<file path="src/rtl/bus_request_ctrl_if.sv">
// Signal bundle between bus_request_ctrl and its software, UART TX/RX and checksum neighbours.
// Strobes: enable, done_rx and enable_tx are single-cycle pulses; data_rx is valid only while done_rx=1.
interface bus_request_ctrl_if #(
    parameter int NBYTES = 2
);
    logic                  enable;
    logic [7:0]            cmd;
    logic [7:0]            data_rx;
    logic                  done_rx;
    logic                  active_tx;
    logic                  done_tx;
    logic                  result_checksum;
    logic [7:0]            tx_byte;
    logic                  enable_tx;
    logic [8*NBYTES-1:0]   data;
    logic [7:0]            crc;
    logic [2:0]            status;
    logic [1:0]            retry_count;
    logic                  busy;
    logic [2:0]            dbg_state;

    modport slave (
        input  enable, cmd, data_rx, done_rx, active_tx, done_tx, result_checksum,
        output tx_byte, enable_tx, data, crc, status, retry_count, busy, dbg_state
    );

    modport master (
        output enable, cmd, data_rx, done_rx, active_tx, done_tx, result_checksum,
        input  tx_byte, enable_tx, data, crc, status, retry_count, busy, dbg_state
    );
endinterface

</file>
<file path="src/rtl/bus_request_ctrl.sv">
// Sends a command byte over UART TX, collects an NBYTES payload plus CRC from RX,
// and retransmits on RX inactivity timeout or checksum failure.
module bus_request_ctrl #(
    parameter int NBYTES         = 2,
    parameter int TIMEOUT_CYCLES = 50000,
    parameter int MAX_RETRY      = 2,
    parameter int TMR_W          = 16
) (
    input  logic               clock,
    input  logic               reset,
    bus_request_ctrl_if.slave  bus
);
    localparam int DW    = 8 * NBYTES;
    localparam int IDX_W = $clog2(NBYTES + 1);
    localparam logic [IDX_W-1:0] IDX_LAST  = IDX_W'(NBYTES - 1);
    localparam logic [TMR_W-1:0] TMR_LAST  = TMR_W'(TIMEOUT_CYCLES - 1);
    localparam logic [1:0]       RETRY_MAX = 2'(MAX_RETRY);

    localparam logic [2:0] ST_WAIT_TX = 3'd0;
    localparam logic [2:0] ST_WAIT_RX = 3'd1;
    localparam logic [2:0] ST_OK      = 3'd2;
    localparam logic [2:0] ST_CRC     = 3'd3;
    localparam logic [2:0] ST_TMO     = 3'd4;

    typedef enum logic [2:0] {
        IDLE, WAIT_TX, START, WAIT_DONE, RX_DATA, RX_CRC, CHECK, FAIL
    } state_t;

    state_t           state_q, state_d;
    logic [7:0]       tx_byte_q, tx_byte_d;
    logic [DW-1:0]    data_q, data_d;
    logic [7:0]       crc_q, crc_d;
    logic [2:0]       status_q, status_d;
    logic [1:0]       retry_q, retry_d;
    logic [IDX_W-1:0] idx_q, idx_d;
    logic [TMR_W-1:0] timer_q, timer_d;
    logic             tmo_q, tmo_d;
    logic [DW-1:0]    shifted;

    // First received byte ends up in the MSBs.
    if (NBYTES == 1) begin : g_one
        assign shifted = bus.data_rx;
    end else begin : g_many
        assign shifted = {data_q[DW-9:0], bus.data_rx};
    end

    always_comb begin
        state_d   = state_q;
        tx_byte_d = tx_byte_q;
        data_d    = data_q;
        crc_d     = crc_q;
        status_d  = status_q;
        retry_d   = retry_q;
        idx_d     = idx_q;
        timer_d   = timer_q;
        tmo_d     = tmo_q;
        case (state_q)
            IDLE: begin
                if (bus.enable) begin
                    tx_byte_d = bus.cmd;
                    retry_d   = 2'd0;
                    status_d  = ST_WAIT_TX;
                    state_d   = WAIT_TX;
                end
            end
            WAIT_TX: begin
                if (!(bus.active_tx || bus.done_tx)) state_d = START;
            end
            START: state_d = WAIT_DONE;
            WAIT_DONE: begin
                if (bus.done_tx) begin
                    idx_d    = '0;
                    timer_d  = '0;
                    status_d = ST_WAIT_RX;
                    state_d  = RX_DATA;
                end
            end
            RX_DATA, RX_CRC: begin
                // A new request abandons the frame and beats a simultaneous RX byte.
                if (bus.enable) begin
                    tx_byte_d = bus.cmd;
                    retry_d   = 2'd0;
                    idx_d     = '0;
                    timer_d   = '0;
                    status_d  = ST_WAIT_TX;
                    state_d   = WAIT_TX;
                end else if (bus.done_rx) begin
                    timer_d = '0;
                    if (state_q == RX_CRC) begin
                        crc_d   = bus.data_rx;
                        state_d = CHECK;
                    end else begin
                        data_d = shifted;
                        idx_d  = idx_q + IDX_W'(1);
                        if (idx_q == IDX_LAST) state_d = RX_CRC;
                    end
                end else if (timer_q == TMR_LAST) begin
                    tmo_d   = 1'b1;
                    state_d = FAIL;
                end else begin
                    timer_d = timer_q + TMR_W'(1);
                end
            end
            CHECK: begin
                if (bus.result_checksum) begin
                    status_d = ST_OK;
                    state_d  = IDLE;
                end else begin
                    tmo_d   = 1'b0;
                    state_d = FAIL;
                end
            end
            FAIL: begin
                if (retry_q < RETRY_MAX) begin
                    retry_d  = retry_q + 2'd1;
                    status_d = ST_WAIT_TX;
                    state_d  = WAIT_TX;
                end else begin
                    status_d = tmo_q ? ST_TMO : ST_CRC;
                    state_d  = IDLE;
                end
            end
            default: state_d = IDLE;
        endcase
    end

    always_ff @(posedge clock or posedge reset) begin
        if (reset) begin
            state_q   <= IDLE;
            tx_byte_q <= 8'd0;
            data_q    <= '0;
            crc_q     <= 8'd0;
            status_q  <= ST_OK;
            retry_q   <= 2'd0;
            idx_q     <= '0;
            timer_q   <= '0;
            tmo_q     <= 1'b0;
        end else begin
            state_q   <= state_d;
            tx_byte_q <= tx_byte_d;
            data_q    <= data_d;
            crc_q     <= crc_d;
            status_q  <= status_d;
            retry_q   <= retry_d;
            idx_q     <= idx_d;
            timer_q   <= timer_d;
            tmo_q     <= tmo_d;
        end
    end

    assign bus.tx_byte     = tx_byte_q;
    assign bus.enable_tx   = (state_q == START);
    assign bus.data        = data_q;
    assign bus.crc         = crc_q;
    assign bus.status      = status_q;
    assign bus.retry_count = retry_q;
    assign bus.busy        = (state_q != IDLE);
    assign bus.dbg_state   = state_q;
endmodule

</file>
<file path="src/flat_wrapper.sv">
// flat-port wrapper written by rule: the top's interface ports become plain ports
module bus_request_ctrl_flat 
#(
    parameter int NBYTES         = 2,
    parameter int TIMEOUT_CYCLES = 50000,
    parameter int MAX_RETRY      = 2,
    parameter int TMR_W          = 16
)
  (clock, reset, bus_enable, bus_cmd, bus_data_rx, bus_done_rx, bus_active_tx, bus_done_tx, bus_result_checksum, bus_tx_byte, bus_enable_tx, bus_data, bus_crc, bus_status, bus_retry_count, bus_busy, bus_dbg_state);
  bus_request_ctrl_if #(.NBYTES(NBYTES)) bus_i ();
  input  logic clock;
  input  logic reset;
  input wire logic [$bits(bus_i.enable)-1:0] bus_enable;
  input wire logic [$bits(bus_i.cmd)-1:0] bus_cmd;
  input wire logic [$bits(bus_i.data_rx)-1:0] bus_data_rx;
  input wire logic [$bits(bus_i.done_rx)-1:0] bus_done_rx;
  input wire logic [$bits(bus_i.active_tx)-1:0] bus_active_tx;
  input wire logic [$bits(bus_i.done_tx)-1:0] bus_done_tx;
  input wire logic [$bits(bus_i.result_checksum)-1:0] bus_result_checksum;
  output wire logic [$bits(bus_i.tx_byte)-1:0] bus_tx_byte;
  output wire logic [$bits(bus_i.enable_tx)-1:0] bus_enable_tx;
  output wire logic [$bits(bus_i.data)-1:0] bus_data;
  output wire logic [$bits(bus_i.crc)-1:0] bus_crc;
  output wire logic [$bits(bus_i.status)-1:0] bus_status;
  output wire logic [$bits(bus_i.retry_count)-1:0] bus_retry_count;
  output wire logic [$bits(bus_i.busy)-1:0] bus_busy;
  output wire logic [$bits(bus_i.dbg_state)-1:0] bus_dbg_state;
  assign bus_i.enable = bus_enable;
  assign bus_i.cmd = bus_cmd;
  assign bus_i.data_rx = bus_data_rx;
  assign bus_i.done_rx = bus_done_rx;
  assign bus_i.active_tx = bus_active_tx;
  assign bus_i.done_tx = bus_done_tx;
  assign bus_i.result_checksum = bus_result_checksum;
  assign bus_tx_byte = bus_i.tx_byte;
  assign bus_enable_tx = bus_i.enable_tx;
  assign bus_data = bus_i.data;
  assign bus_crc = bus_i.crc;
  assign bus_status = bus_i.status;
  assign bus_retry_count = bus_i.retry_count;
  assign bus_busy = bus_i.busy;
  assign bus_dbg_state = bus_i.dbg_state;
  bus_request_ctrl #(.NBYTES(NBYTES), .TIMEOUT_CYCLES(TIMEOUT_CYCLES), .MAX_RETRY(MAX_RETRY), .TMR_W(TMR_W)) u_core (.clock(clock), .reset(reset), .bus(bus_i));
endmodule
</file>
<file path="config.mk">
export PLATFORM = sky130hd
export DESIGN_NAME = bus_request_ctrl_flat
export DESIGN_NICKNAME = d
export VERILOG_FILES = /design/src/rtl/bus_request_ctrl_if.sv /design/src/rtl/bus_request_ctrl.sv /design/src/flat_wrapper.sv
export SDC_FILE = /design/constraint.sdc
export NUM_CORES = 1
export LEC_CHECK = 0
export CAP_MARGIN = 5
export CORE_ASPECT_RATIO = 0.7
export CORE_MARGIN = 3
export CORE_UTILIZATION = 40
export CTS_CLUSTER_SIZE = 40
export DETAILED_ROUTE_END_ITERATION = 8
export MAX_ROUTING_LAYER = met4
export PLACE_DENSITY = 0.64
export SLEW_MARGIN = 20
export SYNTH_ARGS = -nofsm -noshare
export SYNTH_HDL_FRONTEND = slang
export SYNTH_SLANG_ARGS = --single-unit
</file>
<file path="constraint.sdc">
create_clock -name clock -period 2.1 [get_ports clock]
set_input_delay 0.315 -clock clock [delete_from_list [all_inputs] [get_ports clock]]
set_output_delay 0.315 -clock clock [all_outputs]
set_load 0.01 [all_outputs]
</file>
# Word-level counts from Yosys, hierarchy flattened
# Index checks and enable logic that the tools add are counted.
dict set report classes {
  addsub 3
  n_lt_le_gt_ge 1
  n_eq_ne 24
  muxes 35
  n_bitwise 2
  n_reduce_logical 18
}
# cell count
set op_table {}
lappend op_table {{2-to-1 mux 16 bit} 4}
lappend op_table {{2-to-1 mux 3 bit} 14}
lappend op_table {{one-hot mux 16 bit (2 select lines)} 1}
lappend op_table {{one-hot mux 3 bit (7 select lines)} 1}
lappend op_table {{adder 16 x 1 -> 16 bit (second input constant)} 1}
lappend op_table {{== test 16 bit (second input constant)} 1}
lappend op_table {{AND reduction 4 bit} 4}
lappend op_table {{inequality test 2 bit (second input constant)} 7}
lappend op_table {{== test 3 bit (second input constant)} 4}
lappend op_table {{2-to-1 mux 2 bit} 6}
lappend op_table {{one-hot mux 3 bit (4 select lines)} 1}
lappend op_table {{AND reduction 5 bit} 2}
lappend op_table {{one-hot mux 2 bit (2 select lines)} 2}
lappend op_table {{== test 3 x 2 -> 1 bit (second input constant)} 2}
lappend op_table {{inequality test 2 x 1 -> 1 bit (second input constant)} 3}
lappend op_table {{inequality test 3 bit (second input constant)} 2}
lappend op_table {{AND reduction 3 bit} 2}
lappend op_table {{nonzero test 2 bit} 3}
lappend op_table {{2-to-1 mux 1 bit} 5}
lappend op_table {{inequality test 5 x 3 -> 1 bit (second input constant)} 1}
lappend op_table {{adder 2 x 1 -> 2 bit (second input constant)} 2}
lappend op_table {{inequality test 4 x 3 -> 1 bit (second input constant)} 1}
lappend op_table {{inequality test 4 bit (second input constant)} 1}
lappend op_table {{nonzero test 4 bit} 1}
lappend op_table {{other kinds (11)} 12}
dict set report totals {
  reg_bits 59
  inputBits 23
  word_cells 92
}

# Logic depth before layout (Yosys ltp)
dict set report depth {
  depth_word 6
  depth_mapped 8
}

# Least setup slack after synthesis
# No wires, ideal clock.
dict set report synth_path {
  path_type {register -> register}
  start {register u_core.timer_q[0]}
  end {register u_core.state_q[0], in the netlist u_core.bus.dbg_state[0]}
  setup_ps 125
  t_arrival_ps 1672
  required_time_ps 1975
  path_slack_ps 303
  path_stages_with_launch 7
  path_buffers 1
  period_less_slack_ps 1797
  cell_sequence {dfrtp_1 -> ha_1 -> and3_1 -> buf_2 -> nand4_1 -> a221oi_2 -> mux2_4}
}
dict set report synth_between {
  elab_chain_cells 3
}
# item line_no
set synth_lines {}
lappend synth_lines {{start, declared} bus_request_ctrl.sv:36} ;# logic [TMR_W-1:0] timer_q, timer_d;
lappend synth_lines {{start signal, assigned} bus_request_ctrl.sv:146} ;# timer_q <= timer_d;
lappend synth_lines {{== test 16 bit} bus_request_ctrl.sv:97} ;# end else if (timer_q == TMR_LAST) begin
lappend synth_lines {{inequality test 4 x 3 -> 1 bit (no source line)} --}
lappend synth_lines {{AND reduction 5 bit (no source line)} --}
lappend synth_lines {{end signal, assigned} bus_request_ctrl.sv:139} ;# state_q <= state_d;
lappend synth_lines {{end, declared} bus_request_ctrl.sv:29} ;# state_t state_q, state_d;
# Every way passes these cells.
# A chain may end at the register's enable or synchronous reset.

# Worst setup path in the final report
dict set report layout_path {
  start {register u_core.state_q[2], in the netlist u_core.bus.dbg_state[2]}
  end {output bus_busy}
}
dict set report layout_between {
  elab_chain_cells 1
}
# item line_no
set layout_lines {}
lappend layout_lines {{nonzero test 3 bit} bus_request_ctrl.sv:157} ;# assign bus.busy = (state_q != IDLE);
lappend layout_lines {{end, declared} flat_wrapper.sv:26} ;# output wire logic [$bits(bus_i.busy)-1:0] bus_busy;
# Every way passes these cells.

==> results by group <==
Critical path
  • Setup crit end kind: primary output
  • Worst Reg-to-Reg Cells: 4
  • R2R Setup Slk: 180 ps
  • Worst reg2reg path endpoint: u_core.bus.crc[7]
  • CP startpoint: u_core.bus.dbg_state[2]
  • RR Startpoint: u_core.bus.dbg_state[1]
  • Worst EP required: 1780 ps
  • Startpoint types: register
  • Max FO, Critical Path: 9
  • Arrival time worst endpoint: 1610 ps
  • CP Class: register to primary output

Synthesis
  • Most used flip-flop cell after synthesis: dfrtp_1
  • Post-Syn Area: 2858 sq um
  • Post-Syn Nets: 306
  • Warnings, synthesis: 0
  • Post-synthesis cell count: 281
  • Distinct cells, synth: 53
  • Yosys reg bits: 59
  • Post-synth ARST share: 100.0%
  • Syn avg cell area: 10.17 sq um
  • Post-synth EDFFs: 0
  • Sequential cell area fraction in the yosys report: 51.71%

Clocking
  • H-tree depth: 3
  • CTS tree: yes
  • Hold buffer count at CTS: 0
  • CTS Buf Count: 9
  • Clk root buf: clkbuf_8
  • Max Root-Sink Buffers: 2
  • CTS sink count: 59
  • Clk_lat worst skew: 340 ps
  • Clk slew on worst S/H paths: 70 ps

Floorplanning
  • DIE HEIGHT: 76.72 um
  • Full die area: 8211 sq um
  • Cell row count: 25
  • Initial Utilization: 41.72%
  • Boundary Pins: 65
  • Die Wd: 107.0 um
  • Core region area: 6850 sq um

Pwr
  • Pwr Total: 4.633 mW
  • Power per cell area: 1171 nW/um^2
  • Static Leak: 1.734 nW
  • Peak VDD IR: 722.9 uV

Timing
  • Final worst setup slack: 178.8 ps
  • Worst-margin pin slew: 549.8 ps
  • Clk_skew: 6.491 ps
  • Endpoints failing hold: 0
  • Highest Clock Rate: 520.5 MHz
  • Worst slew margin: 63.25%
  • # setup viols final: 0
  • RSZ-0062 raised after global routing: no
  • Crit path time final: 1921 ps
  • Final Cycle Share: 91.48%
  • Slew Viols, Final: 0

Place
  • Placed instance count: 442
  • Place WS: -0.01510 ps
  • Buffers on Ports: 64
  • Detailed Place HPWL: 4946 um
  • Routability cong.: 0.8282

Status
  • Status: completed

Routing
  • DR iter-0 viols: 143
  • Drt first pass iters: 4
  • Drt via density: 5.117
  • Routed WL: 6874 um
  • Mean routed wirelength per cell: 14.91 um
  • ANT nets after route: 0
  • DRC viols: 0
  • Vias: 2359

Global route
  • Initial antenna violation count: 0
  • Number of global-route vias before repair: 2363
  • Largest net degree at the start of global routing: 60
  • First-pass GRT wire length: 11760 um
  • Gr ovfl total: 0
  • Overall Global Routing Usage: 18.71%

Final layout
  • Layout Area Growth over Synthesis: 38.44%
  • ANT cells: 0
  • # nets final: 387
  • Fin cells: 461
  • Layout cells sized above 1: 19.07%

Hold path
  • Worst hold path type: primary input to async pin

Flow run
  • Total of max-cap violations: 0
synthesized netlist by cell type (all sizes together) (2+ instances only):
library cell / number / area, sq um
and2: 3 / 18.77
nand2b: 2 / 12.51
mux2: 19 / 217.7
nand3: 7 / 35.03
dfrtp: 58 / 1451
o2111ai: 2 / 30.03
or2: 2 / 12.51
buf: 7 / 56.30
clkbuf: 6 / 22.52
a31oi: 7 / 43.79
and4: 3 / 26.28
nor3: 8 / 45.04
ha: 2 / 25.02
nand4: 2 / 12.51
nor4b: 3 / 47.54
a41oi: 2 / 17.52
nor2b: 8 / 60.06
or3: 7 / 43.79
and3: 3 / 18.77
nor2: 6 / 30.03
inv: 9 / 33.78
a21oi: 13 / 65.06
nand2: 60 / 225.2
o21ai: 23 / 115.1
report_power, final:
group,switching (mW),total (mW),internal (mW)
logic,0.758,1.73,0.967
registers,0.219,1.64,1.42
clock network,0.476,1.27,0.795
metrics by stage:
step	setup TNS [ps]	hold slack [ps]	util, %	area (sq um)
after floorplan	0	397.5	-	2858
after global placement	0	457.8	53.75	3682
after detailed placement	-0.01510	462.4	53.75	3682
after global routing	0	357.2	57.75	3956
after CTS	0	348.5	57.39	3931
final	0	343.7	57.75	3956
registers in the layout, indices dropped and copies added (netlist names), 2 cells and up:
name                    flops
u_core.bus.tx_byte          8
u_core.bus.data            16
u_core.timer_q             16
u_core.bus.crc              8
u_core.bus.dbg_state        3
u_core.bus.status           3
u_core.idx_q                2
u_core.bus.retry_count      2
layout by cell type, fill, tap and decap left out, types with 2 or more instances in the layout:
| cell type | count |
|---|---|
| and2_1 | 2 |
| dfrtp_1 | 56 |
| bufinv_16 | 3 |
| nand4_1 | 2 |
| o21ai_0 | 23 |
| a41oi_1 | 2 |
| buf_4 | 17 |
| nand3_1 | 7 |
| clkinv_4 | 2 |
| o2111ai_2 | 2 |
| mux2_2 | 18 |
| clkbuf_8 | 9 |
| nand2b_1 | 2 |
| nor2b_1 | 6 |
| a21oi_1 | 13 |
| or2_2 | 2 |
| or3_1 | 7 |
| and3_1 | 3 |
| buf_12 | 2 |
| nor3_1 | 7 |
| a31oi_1 | 7 |
| nand2_1 | 60 |
| nor2_1 | 5 |
| dfrtp_2 | 2 |
| ha_1 | 2 |
| and4_1 | 3 |
| clkdlybuf4s50_1 | 62 |
| inv_1 | 8 |
layout make-up:
| class | instances | area (sq um) |
|---|---|---|
| inverter | 9 | 33.78 |
| timing repair buffer | 83 | 809.5 |
| sequential | 59 | 1480 |
| fill | 592 | 2894 |
| multi-input combinational | 200 | 1267 |
| clock inverter | 7 | 123.9 |
| tap | 94 | 117.6 |
| clock buffer | 9 | 123.9 |
critical path: stages (launching register included):
cell,delay (ps)
dfrtp_2,460
buf_4,180
or3_1,340
dlygate4sd2_1,290
worst max path at each step:
stage | depth (start not counted) | to
5_1_grt | 3 | bus_busy
3_3_place_gp | 4 | u_core.bus.crc[1]
6_report | 3 | bus_busy
3_5_place_dp | 5 | u_core.bus.dbg_state[0]
4_1_cts | 3 | bus_enable_tx
2_1_floorplan | 6 | u_core.bus.dbg_state[0]
logic make-up after synthesis:
kind of cell             after synthesis  synth area share (%)
multiplexers                          20                 7.968
AO/OA/AOI/OAI                         58                 12.92
AND/OR/NAND/NOR                      119                 22.29
XOR/XNOR                               1                0.3065
flip-flops                            59                 51.71
buffers and inverters                 22                 3.940
adder cells (fa/ha/maj)                2                0.8755
routing by layer:
metal	vias up	track usage [%]	wire [um]	part of all wire, %
li1	1158	-	-	-
met4	0	6.130	77	1.1
met1	1138	26.06	3397	49
met5	-	-	0	0
met3	9	7.065	392	5.7
met2	54	25.03	3006	44
timing repair:
action / CTS / global route
setup endpoints to repair: 2 / 1
buffers inserted: 0 / 3
resized for setup: 3 / 1
Power figures use the tool's default switching activity.
